File: src/rtl/board_action_ctrl.sv
`default_nettype none
// ============================================================================
// board_action_ctrl
// Validates click actions on board cells and sequences one defuse / flag /
// explode command at a time toward the redraw pipeline.
// Revision: 1.0
// ============================================================================
module board_action_ctrl #(
  parameter int PULSE_CYCLES = 4
) (
  input  logic                clk,
  input  logic                rst,
  input  logic                new_game,
  input  logic [1:0]          level,
  input  logic [7:0]          mine_count,
  input  logic                left_click,
  input  logic                right_click,
  input  logic [4:0]          cell_x,
  input  logic [4:0]          cell_y,
  input  logic                cell_valid,
  input  logic [7:0][7:0]     mine_arr_easy,
  input  logic [9:0][9:0]     mine_arr_medium,
  input  logic [15:0][15:0]   mine_arr_hard,
  output logic [4:0]          symbol_ind_x,
  output logic [4:0]          symbol_ind_y,
  output logic                defuse,
  output logic                mark_flag,
  output logic                explode,
  output logic                game_over,
  output logic                game_won,
  output logic                busy,
  output logic [7:0]          flags_left,
  output logic [8:0]          cells_defused
);

  localparam int CW = (PULSE_CYCLES > 1) ? $clog2(PULSE_CYCLES) : 1;
  localparam logic [CW-1:0] C_CNT_LOAD = CW'(PULSE_CYCLES - 1);

  typedef enum logic [2:0] {
    ST_OFF       = 3'd0,
    ST_IDLE_PLAY = 3'd1,
    ST_CHECK     = 3'd2,
    ST_DEFUSE    = 3'd3,
    ST_FLAG      = 3'd4,
    ST_GAME_OVER = 3'd5,
    ST_WON       = 3'd6
  } state_t;

  state_t         state_q, state_d;
  logic [1:0]     level_q, level_d;
  logic [7:0]     mines_q, mines_d;
  logic           lclk_q, rclk_q;
  logic           act_right_q, act_right_d;
  logic [4:0]     cx_q, cx_d, cy_q, cy_d;
  logic [4:0]     symx_q, symx_d, symy_q, symy_d;
  logic [CW-1:0]  cnt_q, cnt_d;
  logic [255:0]   flag_map_q, flag_map_d;
  logic [255:0]   def_map_q, def_map_d;
  logic           explode_q, explode_d;
  logic           over_q, over_d;
  logic           won_q, won_d;
  logic [7:0]     flags_q, flags_d;
  logic [8:0]     cells_q, cells_d;

  logic [4:0]     size;
  logic [8:0]     nn;
  logic           mine_hit;
  logic [7:0]     idx;
  logic           lrise, rrise;
  logic           win;

  always_comb begin
    size     = 5'd0;
    nn       = 9'd0;
    mine_hit = 1'b0;
    case (level_q)
      2'b01: begin
        size     = 5'd8;
        nn       = 9'd64;
        mine_hit = mine_arr_easy[cy_q[2:0]][cx_q[2:0]];
      end
      2'b10: begin
        size     = 5'd10;
        nn       = 9'd100;
        mine_hit = mine_arr_medium[cy_q[3:0]][cx_q[3:0]];
      end
      2'b11: begin
        size     = 5'd16;
        nn       = 9'd256;
        mine_hit = mine_arr_hard[cy_q[3:0]][cx_q[3:0]];
      end
      default: ;
    endcase
  end

  assign idx   = {cy_q[3:0], cx_q[3:0]};
  assign lrise = left_click & ~lclk_q;
  assign rrise = right_click & ~rclk_q;
  // A mine count covering the whole board makes the target unreachable, so it wins outright.
  assign win   = ({1'b0, mines_q} >= nn) || (cells_q == (nn - {1'b0, mines_q}));

  always_comb begin
    state_d     = state_q;
    level_d     = level_q;
    mines_d     = mines_q;
    act_right_d = act_right_q;
    cx_d        = cx_q;
    cy_d        = cy_q;
    symx_d      = symx_q;
    symy_d      = symy_q;
    cnt_d       = cnt_q;
    flag_map_d  = flag_map_q;
    def_map_d   = def_map_q;
    explode_d   = explode_q;
    over_d      = over_q;
    won_d       = won_q;
    flags_d     = flags_q;
    cells_d     = cells_q;

    if (new_game && (level != 2'b00)) begin
      state_d    = ST_IDLE_PLAY;
      level_d    = level;
      mines_d    = mine_count;
      flags_d    = mine_count;
      cells_d    = 9'd0;
      flag_map_d = '0;
      def_map_d  = '0;
      explode_d  = 1'b0;
      over_d     = 1'b0;
      won_d      = 1'b0;
    end else begin
      case (state_q)
        ST_IDLE_PLAY: begin
          if ((lrise || rrise) && cell_valid && (cell_x < size) && (cell_y < size)) begin
            act_right_d = ~lrise;
            cx_d        = cell_x;
            cy_d        = cell_y;
            state_d     = ST_CHECK;
          end
        end
        ST_CHECK: begin
          if (flag_map_q[idx] || def_map_q[idx]) begin
            state_d = ST_IDLE_PLAY;
          end else if (!act_right_q && mine_hit) begin
            symx_d    = cx_q;
            symy_d    = cy_q;
            explode_d = 1'b1;
            over_d    = 1'b1;
            state_d   = ST_GAME_OVER;
          end else if (!act_right_q) begin
            symx_d         = cx_q;
            symy_d         = cy_q;
            def_map_d[idx] = 1'b1;
            cells_d        = cells_q + 9'd1;
            cnt_d          = C_CNT_LOAD;
            state_d        = ST_DEFUSE;
          end else begin
            symx_d          = cx_q;
            symy_d          = cy_q;
            flag_map_d[idx] = 1'b1;
            flags_d         = (flags_q != 8'd0) ? flags_q - 8'd1 : 8'd0;
            cnt_d           = C_CNT_LOAD;
            state_d         = ST_FLAG;
          end
        end
        ST_DEFUSE: begin
          if (cnt_q == '0) begin
            if (win) begin
              won_d   = 1'b1;
              state_d = ST_WON;
            end else begin
              state_d = ST_IDLE_PLAY;
            end
          end else begin
            cnt_d = cnt_q - 1'b1;
          end
        end
        ST_FLAG: begin
          if (cnt_q == '0) begin
            state_d = ST_IDLE_PLAY;
          end else begin
            cnt_d = cnt_q - 1'b1;
          end
        end
        default: ;
      endcase
    end
  end

  always_ff @(posedge clk or posedge rst) begin
    if (rst) begin
      state_q     <= ST_OFF;
      level_q     <= 2'b00;
      mines_q     <= 8'd0;
      lclk_q      <= 1'b0;
      rclk_q      <= 1'b0;
      act_right_q <= 1'b0;
      cx_q        <= 5'd0;
      cy_q        <= 5'd0;
      symx_q      <= 5'd0;
      symy_q      <= 5'd0;
      cnt_q       <= '0;
      flag_map_q  <= '0;
      def_map_q   <= '0;
      explode_q   <= 1'b0;
      over_q      <= 1'b0;
      won_q       <= 1'b0;
      flags_q     <= 8'd0;
      cells_q     <= 9'd0;
    end else begin
      state_q     <= state_d;
      level_q     <= level_d;
      mines_q     <= mines_d;
      lclk_q      <= left_click;
      rclk_q      <= right_click;
      act_right_q <= act_right_d;
      cx_q        <= cx_d;
      cy_q        <= cy_d;
      symx_q      <= symx_d;
      symy_q      <= symy_d;
      cnt_q       <= cnt_d;
      flag_map_q  <= flag_map_d;
      def_map_q   <= def_map_d;
      explode_q   <= explode_d;
      over_q      <= over_d;
      won_q       <= won_d;
      flags_q     <= flags_d;
      cells_q     <= cells_d;
    end
  end

  assign symbol_ind_x  = symx_q;
  assign symbol_ind_y  = symy_q;
  assign defuse        = (state_q == ST_DEFUSE);
  assign mark_flag     = (state_q == ST_FLAG);
  assign explode       = explode_q;
  assign game_over     = over_q;
  assign game_won      = won_q;
  assign busy          = (state_q == ST_CHECK) || (state_q == ST_DEFUSE) || (state_q == ST_FLAG);
  assign flags_left    = flags_q;
  assign cells_defused = cells_q;

endmodule
`default_nettype wire

File: config.mk
export PLATFORM = sky130hd
export DESIGN_NAME = board_action_ctrl
export DESIGN_NICKNAME = d
export VERILOG_FILES = /design/src/rtl/board_action_ctrl.sv
export SDC_FILE = /design/constraint.sdc
export NUM_CORES = 2
export LEC_CHECK = 0
export ABC_AREA = 1
export CAP_MARGIN = 0
export CELL_PAD_IN_SITES_DETAIL_PLACEMENT = 0
export CELL_PAD_IN_SITES_GLOBAL_PLACEMENT = 1
export CORE_ASPECT_RATIO = 0.7
export CORE_UTILIZATION = 36
export CTS_CLUSTER_DIAMETER = 200
export CTS_CLUSTER_SIZE = 12
export DETAILED_ROUTE_END_ITERATION = 10
export HOLD_SLACK_MARGIN = 0.15
export PLACE_DENSITY = 0.79
export SLEW_MARGIN = 20
export SYNTH_ARGS = -nofsm -noshare
export SYNTH_HDL_FRONTEND = slang
export SYNTH_SLANG_ARGS = --single-unit
File: constraint.sdc
create_clock -name clk -period 20.6 [get_ports clk]
set_input_delay 4.12 -clock clk [delete_from_list [all_inputs] [get_ports clk]]
set_output_delay 4.12 -clock clk [all_outputs]
set_load 0.005 [all_outputs]
==> run summary <==
Run status - finished clean
Fin crit period - 9.346 ns
Post-DR wirelength/cell - 20.70 µm
Vias in the first global route - 35568
DR pass1 iterations - 6
Layout fillers - 10433
Total GRT Usage - 28.75%
Root buf cell - clkbuf_16
CP bufs+invs - 3
Global-route wire length before repair - 226500 µm
Area leader, netlist - dfrtp_1
Largest net degree at the start of global routing - 143
Hold buffer count at cts - 0
LEAKAGE - 20.72 nW
Fraction of registers with async set or reset after synthesis - 100.0%
CP Capture Type - flop
Nature of the critical path startpoint - primary input
Synth Register Bits - 569
CTS tree - done
Required time of the critical path - 21.16 ns
TNS Setup - 0 ns
Most frequent cells in the layout - nand2_1 (2359), nand3_1 (598), inv_1 (578)
Cell area after synthesis - 36380 µm²
# DRC - 0
Die X - 382.0 µm
Worst skew pair latency - 0.67 ns
Slowest CP cell - buf_4
Final WL - 150800 µm
Top cells by area, synth - dfrtp_1 (39%), nand2_1 (24%), nand3_1 (8.2%)
Area Overhead vs Synth - 18.88%
Reg clk slew, reported paths - 0.07 ns
Register area share after synthesis - 39.13%
Register area - 14240 µm²
Max Freq - 107.0 MHz
Die area - 102400 µm²
Buffers on Ports - 478
Critical path, cell by cell - clkdlybuf4s50_1, nand2_1, nand2_1, nand2_1, nand2_1, nand2_1, nand2_1, nor2_1, nor2_1, nor2_1, nand2_1, nand2_1, nand2_1, o21ai_1, nand2_1, nand2_2, nand2_8, nand2_8, buf_4, buf_4, nand2_1, nand2_1
Multi-input gate area - 18390 µm²
# rows - 97
Worst Path Max Fanout - 118
CP top delay family - simple AND/OR/NAND/NOR gates
Final Total Pwr - 0.004134 W
Syn_nets - 6184
Core Region - 100100 µm²
RSZ-0062 raised after global routing - false
Post-CTS Setup Bufs - 0
Vias per cell - 5.268
Design Area, Final - 43250 µm²
Maximum clock path buffer count - 3
Layout cells sized above 1 - 3.080%
Initial antenna violation count - 6
CTS Buf Count - 53
Synth cell types - 37
Die height - 268.0 µm
Cells after synthesis - 5724
H-tree depth - 2
Pins Over Slew Limit - 0
Setup CP Type - in -> reg
Final nets - 6398
Via count - 38366
CP dominant cell by count - nand2_1
Dpl cell area - 41860 µm²
Most common cell after layout, fill and taps aside - nand2_1
Fin util - 43.20%
Iter 0 DRT Violations - 4223
Fin. Hold Viols - 0
CTS sink cnt - 569
GPL Wtd Cong - 0.9671
Clk_skew - 0.04453 ns
YS warnings - 0
CP Data Arrival Time - 9.91 ns
Max-slew headroom - 16.75%
Detail Route Antenna Nets - 0
Final worst path period share - 45.37%
Avg Cell Area, Syn - 6.356 µm²
Starting Density - 36.34%
Synth top area share - 39.13%
HPWL after detailed placement - 92030 µm
VDD IR max - 108.8 µV
# IOs - 479
PD cells - 95.59 nW/µm²
Worst Tran Pin Value - 1.246 ns
Resized Gates After CTS - 0
Final Setup Violations - 0
EDFF count, synth - 0
GR Overflow Total - 0
Maxcap violations - 0
Crit-path max cell delay - 0.93 ns
Hold crit path type - reg -> reg
Most common flop cell mapped by yosys - dfrtp_1
final timing paths:
path                                  startpoint              end  slack (ns)  cells after the start
max in group asynchronous                    rst    flags_left[0]       13.56                      5
worst min-delay path             symbol_ind_y[0]  symbol_ind_y[0]        0.49                      2
min in group asynchronous                    rst  flag_map_q[252]        4.01                      2
worst max-delay path            mine_arr_hard[3]   def_map_q[243]       11.25                     22
worst min register to register   symbol_ind_y[0]  symbol_ind_y[0]        0.49                      2
worst max register to register           cx_q[1]   def_map_q[243]       13.25                     21
where the power goes:
group	switching, W	total (W)	internal [W]
Sequential	0.000101	0.00132	0.00122
Combinational	0.00143	0.00191	0.000481
Clock	0.000454	0.000909	0.000455
Total	0.00198	0.00413	0.00215
sequential cells by signal, indices dropped and copies added (netlist names), 3 cells and up:
signal,flops
def_map_q,256
state_q,3
symbol_ind_x,5
mines_q,8
cx_q,5
cy_q,5
symbol_ind_y,5
cells_defused,9
flag_map_q,256
flags_left,8
stage by stage:
step | instances | hold slack [ns] | worst slack [ns]
2_1_floorplan | 5724 | 0.4419 | 0.5640
3_3_place_gp | 7219 | 0.4597 | 10.62
3_5_place_dp | 7219 | 0.4632 | 10.63
4_1_cts | 7277 | 0.4844 | 11.29
5_1_grt | 7281 | 0.5082 | 10.83
6_report | 7283 | 0.4878 | 11.25
per-layer routing:
| layer | GRT usage [%] | wire, µm | vias to the layer above |
|---|---|---|---|
| met1 | 42.16 | 69450 | 18044 |
| met5 | 0 | 0 | - |
| li1 | - | - | 18539 |
| met4 | 7.503 | 3901 | 0 |
| met2 | 41.92 | 62970 | 1568 |
| met3 | 6.911 | 14460 | 215 |
area by class of cell:
| cell class | count | area share [%] |
|---|---|---|
| sequential | 569 | 32.93 |
| antenna | 6 | 0.03471 |
| timing repair buffer | 549 | 12.32 |
| clock inverter | 4 | 0.1157 |
| clock buffer | 54 | 3.075 |
| inverter | 587 | 5.135 |
| tap | 1336 | 3.865 |
| multi-input combinational | 4178 | 42.52 |
worst reg2reg max path, delay by kind of cell (launching register included):
| kind | cells | cell delay, ns |
|---|---|---|
| flops | 1 | 0.59 |
| compound gates | 2 | 0.30 |
| buf+inv | 5 | 2.75 |
| simple gates | 14 | 3.63 |
cells by family (layout without fill, tap and decap cells):
logic type      count (synthesis)  count (layout)  synth area share [%]
buf+inv                       977            1194                 10.94
flops                         569             569                 39.13
compound gates                900             900                 12.98
xor+xnor                       20              20                0.4815
other cells                     0               6                     0
fa+ha+maj                      14              14                0.4815
simple gates                 3244            3244                 35.98
synth_stat cells (3+ instances only):
library cell  number
inv_2              6
buf_1             21
nand4_1           43
o21ai_0          165
dfrtp_1          569
buf_6             10
ha_1              14
nand2_2            3
nor2_2             5
nor3_1             8
nor2_1           217
a22oi_1           14
clkbuf_1         215
buf_2            121
xor2_1            17
inv_1            579
o21ai_1           28
o22ai_1          124
buf_4             23
nand2_1         2364
nand3_1          598
xnor2_1            3
a21oi_1          559
Note: power is estimated with default switching activity, not from simulation.
